`src/rtl/spi_mem_burst_controller.sv`:
```
`default_nettype none
// +--------------------------------------------------------------------------+
// | Module   : spi_mem_burst_controller                                      |
// | Purpose  : SPI mode-0 master for serial flash / PSRAM. Runs one byte-     |
// |            granular read (0x03) or write (0x02) burst per request on a    |
// |            shared bus with NUM_CS active-low chip selects.                |
// | Option   : define SPI_FAST_READ_EN for 0x0B fast reads with 8 dummy      |
// |            SCLK periods between address and data.                        |
// | Revision : 1.0 - initial release                                         |
// +--------------------------------------------------------------------------+
module spi_mem_burst_controller #(
  parameter int NUM_CS     = 2,
  parameter int ADDR_BYTES = 3,
  parameter int MAX_BURST  = 4,
  parameter int CLK_DIV    = 1,
  parameter int CS_GAP     = 2,
  localparam int CSW = (NUM_CS > 1) ? $clog2(NUM_CS) : 1,
  localparam int LW  = (MAX_BURST > 1) ? $clog2(MAX_BURST) : 1
) (
  input  logic                    clk_in,
  input  logic                    reset_in,
  output logic                    sclk_out,
  output logic                    mosi_out,
  input  logic                    miso_in,
  output logic [NUM_CS-1:0]       cs_n_out,
  input  logic                    req_valid_in,
  output logic                    req_ready_out,
  input  logic [CSW-1:0]          req_cs_in,
  input  logic                    req_write_in,
  input  logic [8*ADDR_BYTES-1:0] req_addr_in,
  input  logic [LW-1:0]           req_len_in,
  input  logic [7:0]              wdata_in,
  output logic                    wdata_ready_out,
  output logic [7:0]              rdata_out,
  output logic                    rdata_valid_out,
  output logic                    done_out,
  output logic                    busy_out
);

  localparam int AW   = 8 * ADDR_BYTES;
  localparam int DIVW = (CLK_DIV > 1) ? $clog2(CLK_DIV) : 1;
  localparam int GAPW = (CS_GAP > 1) ? $clog2(CS_GAP) : 1;
  localparam int CNTW = (LW > 2) ? LW : 2;

  localparam logic [DIVW-1:0] DIV_LAST  = DIVW'(CLK_DIV - 1);
  localparam logic [GAPW-1:0] GAP_LAST  = GAPW'(CS_GAP - 1);
  localparam logic [CNTW-1:0] ADDR_LAST = CNTW'(ADDR_BYTES - 1);
  localparam logic [7:0]      WRITE_CMD = 8'h02;
`ifdef SPI_FAST_READ_EN
  localparam logic [7:0]      READ_CMD  = 8'h0B;
`else
  localparam logic [7:0]      READ_CMD  = 8'h03;
`endif

  typedef enum logic [2:0] {
    IDLE  = 3'd0,
    CMD   = 3'd1,
    ADDR  = 3'd2,
    DATA  = 3'd3,
`ifdef SPI_FAST_READ_EN
    DUMMY = 3'd5,
`endif
    GAP   = 3'd4
  } state_t;

  state_t          state;
  logic [7:0]      shift_reg;
  logic [6:0]      rx_reg;
  logic [AW-1:0]   addr_reg;
  logic [LW-1:0]   len_reg;
  logic            write_reg;
  logic [DIVW-1:0] div_cnt;
  logic [2:0]      bit_cnt;
  logic [CNTW-1:0] byte_cnt;
  logic [GAPW-1:0] gap_cnt;

  logic            active;
  logic            tick;
  logic            rise;
  logic            fall;
  logic            last_bit;
  logic [DIVW-1:0] div_next;
  logic            sclk_next;
  logic            wdata_phase;
  logic            pull_next;
  logic [CNTW-1:0] len_ext;
  logic [CSW-1:0]  cs_sel;
  logic [LW-1:0]   len_sel;

`ifdef SPI_FAST_READ_EN
  assign active = (state == CMD) || (state == ADDR) || (state == DATA) || (state == DUMMY);
`else
  assign active = (state == CMD) || (state == ADDR) || (state == DATA);
`endif

  // SCLK toggles when the divider wraps; the toggle direction marks rise or fall.
  assign tick      = active && (div_cnt == DIV_LAST);
  assign rise      = tick && !sclk_out;
  assign fall      = tick && sclk_out;
  assign last_bit  = (bit_cnt == 3'd7);
  assign div_next  = tick ? '0 : div_cnt + 1'b1;
  assign sclk_next = tick ? ~sclk_out : sclk_out;
  assign len_ext   = CNTW'(len_reg);
  assign mosi_out  = shift_reg[7];

  // The write byte is pulled in the cycle that ends with a byte's final
  // falling edge, so it can be loaded straight into the shifter at that edge.
  assign wdata_phase = write_reg && (((state == ADDR) && (byte_cnt == ADDR_LAST)) ||
                                     ((state == DATA) && (byte_cnt != len_ext)));
  assign pull_next   = active && wdata_phase && last_bit && sclk_next && (div_next == DIV_LAST);

  // Out-of-range request fields fall back to CS 0 and the longest burst.
  assign cs_sel  = ({1'b0, req_cs_in} >= (CSW+1)'(NUM_CS)) ? '0 : req_cs_in;
  assign len_sel = ({1'b0, req_len_in} >= (LW+1)'(MAX_BURST)) ? LW'(MAX_BURST - 1) : req_len_in;

  // Transaction FSM, SCLK divider, shifters and all registered outputs.
  always_ff @(posedge clk_in or posedge reset_in) begin
    if (reset_in) begin
      state           <= IDLE;
      cs_n_out        <= '1;
      sclk_out        <= 1'b0;
      shift_reg       <= '0;
      rx_reg          <= '0;
      addr_reg        <= '0;
      len_reg         <= '0;
      write_reg       <= 1'b0;
      div_cnt         <= '0;
      bit_cnt         <= '0;
      byte_cnt        <= '0;
      gap_cnt         <= '0;
      req_ready_out   <= 1'b0;
      busy_out        <= 1'b0;
      wdata_ready_out <= 1'b0;
      rdata_out       <= '0;
      rdata_valid_out <= 1'b0;
      done_out        <= 1'b0;
    end else begin
      wdata_ready_out <= pull_next;
      rdata_valid_out <= 1'b0;
      done_out        <= 1'b0;

      if (active) begin
        div_cnt  <= div_next;
        sclk_out <= sclk_next;
      end

      if (rise) begin
        rx_reg <= {rx_reg[5:0], miso_in};
        if ((state == DATA) && !write_reg && last_bit) begin
          rdata_out       <= {rx_reg, miso_in};
          rdata_valid_out <= 1'b1;
        end
      end

      case (state)
        IDLE: begin
          req_ready_out <= 1'b1;
          if (req_valid_in && req_ready_out) begin
            state         <= CMD;
            busy_out      <= 1'b1;
            req_ready_out <= 1'b0;
            cs_n_out      <= ~(NUM_CS'(1) << cs_sel);
            shift_reg     <= req_write_in ? WRITE_CMD : READ_CMD;
            addr_reg      <= req_addr_in;
            len_reg       <= len_sel;
            write_reg     <= req_write_in;
            div_cnt       <= '0;
            bit_cnt       <= '0;
            byte_cnt      <= '0;
            sclk_out      <= 1'b0;
          end
        end

        GAP: begin
          if (gap_cnt == GAP_LAST) begin
            state         <= IDLE;
            busy_out      <= 1'b0;
            req_ready_out <= 1'b1;
          end else begin
            gap_cnt <= gap_cnt + 1'b1;
          end
        end

        default: begin
          if (fall) begin
            bit_cnt <= bit_cnt + 3'd1;
            if (!last_bit) begin
              shift_reg <= {shift_reg[6:0], 1'b0};
            end else begin
              case (state)
                CMD: begin
                  state     <= ADDR;
                  byte_cnt  <= '0;
                  shift_reg <= addr_reg[AW-1 -: 8];
                  addr_reg  <= addr_reg << 8;
                end
                ADDR: begin
                  if (byte_cnt == ADDR_LAST) begin
`ifdef SPI_FAST_READ_EN
                    if (!write_reg) begin
                      state     <= DUMMY;
                      shift_reg <= '0;
                    end else
`endif
                    begin
                      state     <= DATA;
                      byte_cnt  <= '0;
                      shift_reg <= write_reg ? wdata_in : 8'h00;
                    end
                  end else begin
                    byte_cnt  <= byte_cnt + 1'b1;
                    shift_reg <= addr_reg[AW-1 -: 8];
                    addr_reg  <= addr_reg << 8;
                  end
                end
`ifdef SPI_FAST_READ_EN
                DUMMY: begin
                  state     <= DATA;
                  byte_cnt  <= '0;
                  shift_reg <= '0;
                end
`endif
                DATA: begin
                  if (byte_cnt == len_ext) begin
                    state     <= GAP;
                    cs_n_out  <= '1;
                    done_out  <= 1'b1;
                    gap_cnt   <= '0;
                    shift_reg <= '0;
                  end else begin
                    byte_cnt  <= byte_cnt + 1'b1;
                    shift_reg <= write_reg ? wdata_in : 8'h00;
                  end
                end
                default: ;
              endcase
            end
          end
        end
      endcase
    end
  end

endmodule
`default_nettype wire
```
`config.mk`:
```
export PLATFORM = sky130hd
export DESIGN_NAME = spi_mem_burst_controller
export DESIGN_NICKNAME = d
export VERILOG_FILES = /design/src/rtl/spi_mem_burst_controller.sv
export SDC_FILE = /design/constraint.sdc
export NUM_CORES = 1
export LEC_CHECK = 0
export CAP_MARGIN = 30
export CORE_UTILIZATION = 25
export CTS_CLUSTER_DIAMETER = 120
export DETAILED_ROUTE_END_ITERATION = 16
export PLACE_DENSITY = 0.52
export SLEW_MARGIN = 10
export SYNTH_ARGS = -nofsm -noshare
export SYNTH_HDL_FRONTEND = slang
export SYNTH_SLANG_ARGS = --single-unit
```
`constraint.sdc`:
```
create_clock -name clk_in -period 4.3 [get_ports clk_in]
set_input_delay 0.86 -clock clk_in [delete_from_list [all_inputs] [get_ports clk_in]]
set_output_delay 0.86 -clock clk_in [all_outputs]
set_load 0.05 [all_outputs]
```
==> results of run 1 <==
## kinds of logic (layout without fill, tap and decap cells)
logic type,count (synthesis),in the layout,synth area share
AO/OA/AOI/OAI,59,59,0.115
flip-flops,68,68,0.508
AND/OR/NAND/NOR,67,67,0.108
adder cells (fa/ha/maj),7,7,0.0261
multiplexers,58,58,0.189
XOR/XNOR,2,2,0.00522
buffers and inverters,34,94,0.0492
## worst paths after layout
kind                       cells after the start        start           end
max                                            6     state[0]  addr_reg[15]
max in group asynchronous                      3     reset_in  addr_reg[11]
min in group asynchronous                      2     reset_in   addr_reg[0]
max reg2reg                                    6     state[0]  addr_reg[15]
min reg2reg                                    1  addr_reg[9]   addr_reg[9]
min                                            1  addr_reg[9]   addr_reg[9]
## power groups by stage
stage | Sequential [mW] | Clock [mW] | Combinational, mW
2_1_floorplan | 1.18 | 0 | 0.780
3_3_place_gp | 1.13 | 0 | 1.11
3_5_place_dp | 1.14 | 0 | 1.14
4_1_cts | 1.13 | 0.805 | 1.14
5_1_grt | 1.17 | 0.829 | 1.24
6_report | 1.12 | 0.791 | 1.13
## worst max-delay path: stages (launching register included)
cell	delay [ps]
dfrtp_1	820
nor2_1	230
nor3_1	270
ha_1	330
nand4_1	180
a31oi_4	780
mux2_2	420
## through the flow
stage | total power, mW | hold slack (ps) | cell area (um^2)
after floorplan | 1.96 | 454 | 3360
after global placement | 2.24 | 465 | 4060
after detailed placement | 2.27 | 478 | 4060
after CTS | 3.07 | 489 | 4380
after global routing | 3.24 | 510 | 4380
final | 3.04 | 485 | 4380
## metal layers
layer  GRT usage  wire [um]  vias up
met5           0          0        -
li1            -          -     1172
met4      0.0473        101        0
met1       0.155       3760     1125
met2       0.172       3320       45
met3      0.0305        272        9
## Yosys cell counts (all sizes together)
cell type	n	share of area
a211o	1	0.0026
a21oi	16	0.025
a22o	2	0.0052
a22oi	1	0.0022
a311o	1	0.0030
a31oi	2	0.0082
a32oi	6	0.016
and2	1	0.0019
and4b	1	0.0030
buf	12	0.025
clkbuf	3	0.0034
dfrtp	66	0.49
dfstp	2	0.016
ha	7	0.026
inv	19	0.021
mux2	42	0.14
mux2i	16	0.048
nand2	25	0.028
nand2b	1	0.0019
nand3	6	0.0089
nand4	4	0.0093
nand4b	1	0.0026
nand4bb	1	0.0034
nor2	11	0.015
nor2b	4	0.0075
nor3	3	0.0078
nor3b	1	0.0037
o211ai	1	0.0022
o21a	2	0.0045
o21ai	18	0.028
o22ai	7	0.013
o32ai	2	0.0052
or3	8	0.015
xnor2	2	0.0052
## layout by cell type, fill, tap and decap left out, types with 7 or more instances in the layout
| cell type | count |
|---|---|
| mux2_2 | 35 |
| ha_1 | 7 |
| mux2_1 | 7 |
| a21oi_1 | 15 |
| clkdlybuf4s50_1 | 56 |
| clkbuf_16 | 9 |
| or3_1 | 8 |
| mux2i_1 | 16 |
| inv_1 | 18 |
| o22ai_1 | 7 |
| nor2_1 | 9 |
| dfrtp_1 | 66 |
| nand2_1 | 25 |
| o21ai_0 | 16 |
## final cells by class
cell class                      instances  area (um^2)  share of cell area
Sequential cell                        68         1700               0.389
Multi-Input combinational cell        193         1490               0.340
Timing Repair Buffer                   59          583               0.133
Clock buffer                           11          243              0.0554
Tap cell                              172          215              0.0492
Clock inverter                          5         75.1              0.0171
Inverter                               19         71.3              0.0163
==> results.json, run 1 <==
{
  "outcome": "finished, final reports clean",
  "finalNetCount": 397,
  "h-tree-depth": 3,
  "path_class": "reg2reg",
  "grt_first_pass_wirelength_mm": 12.5,
  "cellPowerDensity_mw_per_mm2": 695,
  "cts-root-buf": "clkbuf_16",
  "cts_tree": "built",
  "ys_seq_area_frac": 0.508,
  "ff2ff_setup_slack_ps": 1120,
  "drt_first_pass_iters": 4,
  "power.internal_mw": 1.94,
  "cp.arrival_ps": 3390,
  "vias": 2351,
  "ys_types": 45,
  "place.gp.congestion": 0.792,
  "netSwitchingFraction": 0.361,
  "detail-route-antenna-nets": 0,
  "fillCellCount": 1293,
  "layout-drive-gt1-share": 0.180,
  "drv_slew": 0,
  "tightest_slew_ps": 877,
  "synth_nets": 342,
  "dp_hpwl_mm": 5.31,
  "comb_power_share": 0.372,
  "cts_sinks": 68,
  "largest_register_ff_count": 24,
  "min_path_type": "reg2reg",
  "die_w_um": 118,
  "dieHeight_um": 118,
  "num_rows": 41,
  "ir_drop_uv": 212,
  "initial_core_util": 0.261,
  "ys_ff_latch": 68,
  "grt_max_degree": 49,
  "maxSlewHeadroom": 0.415,
  "clock_skew_ps": 9.47,
  "route.detailed.drc": 0,
  "leakagePower_nw": 1.82,
  "synth_cells": 295,
  "n_antenna_cell": 0,
  "synth_area_mm2": 0.00336,
  "fmax_mhz": 315,
  "final_cells": 527,
  "cap_viol_max_count": 0,
  "clock_power_share": 0.260,
  "post_cts_buffers": 0,
  "setup_viol": 0,
  "ys_warn_count": 0,
  "fin_ws_ps": 1120,
  "cts_buffers": 9,
  "dieArea_mm2": 0.0139,
  "hold_violations": 0,
  "place_ws_ps": 1120,
  "track_usage": 0.115,
  "port-buffer-count": 56,
  "gr-total-overflow": 0,
  "grt_pass1_vias": 2401,
  "antenna_found_initial": 0,
  "rsz0062_at_grt": "no",
  "area_growth_pct": 30.5,
  "core_area_mm2": 0.0129,
  "postLayoutCoreUtil": 0.340,
  "setup_tns_ps": 0,
  "crit_path_start_kind": "flip-flop",
  "numPlacedInstances": 511,
  "pin_count": 57,
  "cp-end-kind": "flip-flop",
  "clk_path_buf_depth": 2,
  "routed_via_density": 4.46,
  "period_needed_ps": 3180,
  "drt_iter0_drc": 71,
  "path_clk_slew_ps": 60,
  "required_ps": 4510,
  "seqPwrFrac": 0.368,
  "worstPathMaxFanout": 23,
  "clk_latency_ps": 330,
  "wl_mm": 7.46,
  "fin_crit_sh": 0.739,
  "syn-mean-instance-area_um2": 11.4,
  "hold_buffers": 0,
  "switchingPower_mw": 1.10,
  "cts_resized": 0,
  "wire_per_inst_um": 14.1
}
No activity file was read; power rests on OpenSTA's default activity.
==> inputs of run 2 (changes only) <==
PLACE_DENSITY = 0.53   (was 0.52)
clock period = 2.8 ns   (was 4.3 ns; I/O delays follow)
==> run 2 against run 1 <==
Non-clock buffer count increased by 4. Global-route usage increased by 0.18 points. Register-to-register slack got worse by 610 ps. Sequential share of layout area decreased by 0.68 points. Worst setup slack got worse by 610 ps. Sequential power increased by 46%. Utilization increased by 0.60 points. First-iteration DRC count increased by 46%. Sequential cell count unchanged. Final area increased by 1.8%. Via count increased by 3.7%. Total power increased by 57%.
==> results.json, run 2 (synthesis gave the netlist of run 1 again) <==
{
  "maxSlewHeadroom": 0.568,
  "routed_via_density": 4.59,
  "die_w_um": 118,
  "n_antenna_cell": 0,
  "comb_power_share": 0.390,
  "path_class": "reg2reg",
  "ff2ff_setup_slack_ps": 520,
  "drt_first_pass_iters": 5,
  "hold_violations": 0,
  "drt_iter0_drc": 104,
  "cp-end-kind": "flip-flop",
  "gr-total-overflow": 0,
  "clock_power_share": 0.269,
  "setup_tns_ps": 0,
  "r2r_cells": 5,
  "cap_viol_max_count": 0,
  "initial_core_util": 0.261,
  "ir_drop_uv": 312,
  "hold_buffers": 0,
  "dp_hpwl_mm": 5.21,
  "clock_skew_ps": 3.70,
  "period_needed_ps": 2280,
  "area_growth_pct": 32.8,
  "mostFrequentLayoutCells": "66 x dfrtp_1, 56 x clkdlybuf4s50_1, 35 x mux2_2, 25 x nand2_1, 18 x inv_1",
  "power.internal_mw": 3.08,
  "core_area_mm2": 0.0129,
  "post_cts_buffers": 0,
  "min_path_type": "reg2reg",
  "h-tree-depth": 3,
  "dieHeight_um": 118,
  "cp.arrival_ps": 2490,
  "netSwitchingFraction": 0.355,
  "largest_register_ff_count": 24,
  "fin_crit_sh": 0.816,
  "cellPowerDensity_mw_per_mm2": 1070,
  "vias": 2437,
  "outcome": "finished, final reports clean",
  "grt_max_degree": 43,
  "grt_first_pass_wirelength_mm": 13.0,
  "rsz0062_at_grt": "no",
  "cts_sinks": 68,
  "cts_tree": "built",
  "detail-route-antenna-nets": 0,
  "clk_latency_ps": 330,
  "cts_buffers": 9,
  "worstPathMaxFanout": 9,
  "grt_pass1_vias": 2552,
  "finalNetCount": 401,
  "clk_path_buf_depth": 2,
  "wl_mm": 7.35,
  "postLayoutCoreUtil": 0.346,
  "fmax_mhz": 438,
  "required_ps": 3010,
  "cts_resized": 0,
  "leakagePower_nw": 1.85,
  "place_ws_ps": 369,
  "layout-drive-gt1-share": 0.192,
  "num_rows": 41,
  "path_clk_slew_ps": 60,
  "final_common_cell": "dfrtp_1",
  "r2r-end": "rdata_out[2]",
  "whs_endpoint": "addr_reg[8]",
  "setup_viol": 0,
  "seqPwrFrac": 0.341,
  "rr_startpoint": "state[2]",
  "route.detailed.drc": 0,
  "drv_slew": 0,
  "hp-start": "addr_reg[8]",
  "cts-root-buf": "clkbuf_16",
  "pin_count": 57,
  "antenna_found_initial": 0,
  "hold_path_depth": 1,
  "port-buffer-count": 56,
  "fin_ws_ps": 516,
  "wire_per_inst_um": 13.8,
  "tightest_slew_ps": 645,
  "crit_path_start_kind": "flip-flop",
  "place.gp.congestion": 0.761,
  "track_usage": 0.116,
  "switchingPower_mw": 1.69,
  "dieArea_mm2": 0.0139
}
run 2: changes by cell type in the layout (fill, tap and decap cells not counted):
cell	delta
buf_12	+2
buf_4	+2
bufinv_16	+1
clkbuf_1	-1
clkbuf_8	-1
clkinv_2	-1
clkinvlp_4	+2
run 2: worst max-delay path: stages, from the launching register on:
cell and delay [ps]:
dfrtp_1 420, nor3_1 300, ha_1 470, nand4b_1 170, nor2_2 420, mux2_2 390
run 2: per-stage QoR:
stage	total power, mW	area, um^2	instances	hold WS (ps)
after detailed placement	3.51	4120	515	472
after global placement	3.46	4120	515	464
after floorplan	3.00	3360	295	454
after global routing	5.13	4460	531	515
after CTS	4.83	4460	531	484
final	4.77	4460	531	481
run 2: final cells by class:
type / count / area [um^2]
inverter: 19 / 71.3
multi-input combinational: 193 / 1490
clock inverter: 7 / 115
sequential: 68 / 1700
clock buffer: 9 / 225
timing repair buffer: 63 / 638
fill: 1315 / 8420
tap: 172 / 215
run 2: per-layer routing:
| layer | vias up | routed length [um] | GRT usage |
|---|---|---|---|
| met5 | - | 0 | 0 |
| met3 | 6 | 299 | 0.0305 |
| met1 | 1205 | 3610 | 0.162 |
| li1 | 1177 | - | - |
| met4 | 0 | 75 | 0.0401 |
| met2 | 49 | 3370 | 0.173 |
run 2: worst max-delay path by stage:
stage,from,end,slack (ps)
2_1_floorplan,state[0],rdata_out[0],370
3_3_place_gp,req_valid_in,len_ext[1],370
3_5_place_dp,req_valid_in,len_ext[1],370
4_1_cts,state[2],rdata_out[2],510
5_1_grt,state[1],rdata_out[2],350
6_report,state[2],rdata_out[2],520
run 2: power groups by stage:
stage	sequential (mW)	combinational (mW)	clock, mW
2_1_floorplan	1.81	1.20	0
3_3_place_gp	1.64	1.83	0
3_5_place_dp	1.65	1.86	0
4_1_cts	1.63	1.88	1.32
5_1_grt	1.69	2.08	1.36
6_report	1.63	1.86	1.28
==> inputs of run 3 (changes only) <==
clock period = 2.1 ns   (was 2.8 ns; I/O delays follow)
==> run 3 against run 2 <==
Clock skew rose by 3.9 ps. Global-route usage rose by 0.52 points. Sequential power rose by 36%. Combinational power rose by 42%. Clock power rose by 20%. Sequential share of layout area fell by 0.92 points. Via count rose by 2.0%. Die area did not move. Largest cell class unchanged. Largest power group unchanged.
==> results.json, run 3 (synthesis gave the netlist of run 1 again) <==
{
  "outcome": "finished, final reports clean",
  "post_cts_buffers": 0,
  "setup_viol": 0,
  "dieHeight_um": 118,
  "min_path_type": "reg2reg",
  "path_clk_slew_ps": 50,
  "clk_latency_ps": 330,
  "cts-root-buf": "clkbuf_16",
  "cts_sinks": 68,
  "port-buffer-count": 56,
  "drt_iter0_drc": 122,
  "die_w_um": 118,
  "fin_ws_ps": 161,
  "period_needed_ps": 1940,
  "area_growth_pct": 36.4,
  "grt_pass1_vias": 2609,
  "cts_buffers": 9,
  "detail-route-antenna-nets": 0,
  "cp.arrival_ps": 1520,
  "crit_path_start_kind": "flip-flop",
  "cellPowerDensity_mw_per_mm2": 1400,
  "fin_hold_ws_ps": 485,
  "clk_path_buf_depth": 2,
  "tightest_slew_ps": 626,
  "cp_slowest_cell": "clkdlybuf4s50_1",
  "rsz0062_at_grt": "no",
  "pin_count": 57,
  "hold_buffers": 0,
  "crit_chain": "clkdlybuf4s50_1",
  "required_ps": 1680,
  "track_usage": 0.121,
  "final_common_cell": "dfrtp_1",
  "hold_violations": 0,
  "largest_register_ff_count": 24,
  "final_cells": 543,
  "numPlacedInstances": 527,
  "maxSlewHeadroom": 0.580,
  "finalNetCount": 413,
  "cap_viol_max_count": 0,
  "path_class": "reg2out",
  "cp-end-kind": "output pin",
  "route.detailed.drc": 0,
  "grt_max_degree": 69,
  "mostFrequentLayoutCells": "63 x dfrtp_1, 52 x clkdlybuf4s50_1, 35 x mux2_2, 25 x nand2_1, 20 x buf_4",
  "dieArea_mm2": 0.0139,
  "ir_drop_uv": 442,
  "antenna_found_initial": 0,
  "h-tree-depth": 3,
  "gr-total-overflow": 0,
  "fin_crit_sh": 0.923,
  "setup_tns_ps": 0,
  "num_rows": 41,
  "fmax_mhz": 516,
  "dp_hpwl_mm": 5.50,
  "core_area_mm2": 0.0129,
  "worstPathMaxFanout": 3,
  "drv_slew": 0,
  "leakagePower_nw": 1.89,
  "wire_per_inst_um": 14.3,
  "place.gp.congestion": 0.828,
  "initial_core_util": 0.261,
  "layout-drive-gt1-share": 0.253,
  "fillCellCount": 1263,
  "wl_mm": 7.78,
  "grt_first_pass_wirelength_mm": 13.2,
  "cpLargestDelayFamily": "buffers and inverters",
  "cts_tree": "built",
  "cp_num_buf_inv": 1,
  "vias": 2486,
  "clock_skew_ps": 7.63,
  "place_ws_ps": 41.1,
  "n_antenna_cell": 0,
  "drt_first_pass_iters": 4,
  "routed_via_density": 4.58,
  "cpPeakStageDelay_ps": 810
}
==> run 3: path summary, 6_finish.rpt <==
| kind | start | to | slack [ps] | cells past startpoint |
|---|---|---|---|---|
| setup / recovery | busy_out | busy_out | 160 | 1 |
| hold / removal | addr_reg[9] | addr_reg[9] | 480 | 1 |
| setup reg to reg | byte_cnt[0] | addr_reg[21] | 160 | 7 |
| hold reg to reg | addr_reg[9] | addr_reg[9] | 480 | 1 |
| max in group asynchronous | reset_in | cs_n_out[1] | 1220 | 3 |
| min in group asynchronous | reset_in | addr_reg[2] | 540 | 3 |
==> run 3: where the power goes <==
part / total (mW) / internal [mW] / switching, mW
combinational: 2.65 / 1.21 / 1.44
clock: 1.53 / 0.980 / 0.546
sequential: 2.21 / 1.86 / 0.351
==> run 3: what timing repair did <==
item	4_1_cts	5_1_grt
setup endpoints to repair	0	19
gates resized for setup	0	4
endpoints found under the hold margin	0	0
==> run 3: cell type report <==
class                   count  area (um^2)  area share
clock inverters             4         47.5      0.0104
repair buffers             75          731       0.160
flip-flops and latches     68         1710       0.373
clock buffers              12          256      0.0561
inverters                  19         75.1      0.0164
well taps                 172          215      0.0470
multi-input cells         193         1540       0.337
==> run 3: per-stage QoR <==
step / total power [mW] / instance area [um^2] / util
4_1_cts: 6.46 / 4570 / 0.355
6_report: 6.39 / 4580 / 0.355
3_3_place_gp: 4.82 / 4260 / 0.331
5_1_grt: 6.83 / 4580 / 0.355
2_1_floorplan: 4.14 / 3440 / -
3_5_place_dp: 4.89 / 4260 / 0.331
==> run 3: per-layer routing <==
| metal | vias up | track usage | share of wire |
|---|---|---|---|
| li1 | 1196 | - | - |
| met4 | 0 | 0.0609 | 0.017 |
| met5 | - | 0 | 0 |
| met3 | 8 | 0.0329 | 0.039 |
| met2 | 64 | 0.191 | 0.48 |
| met1 | 1218 | 0.153 | 0.47 |
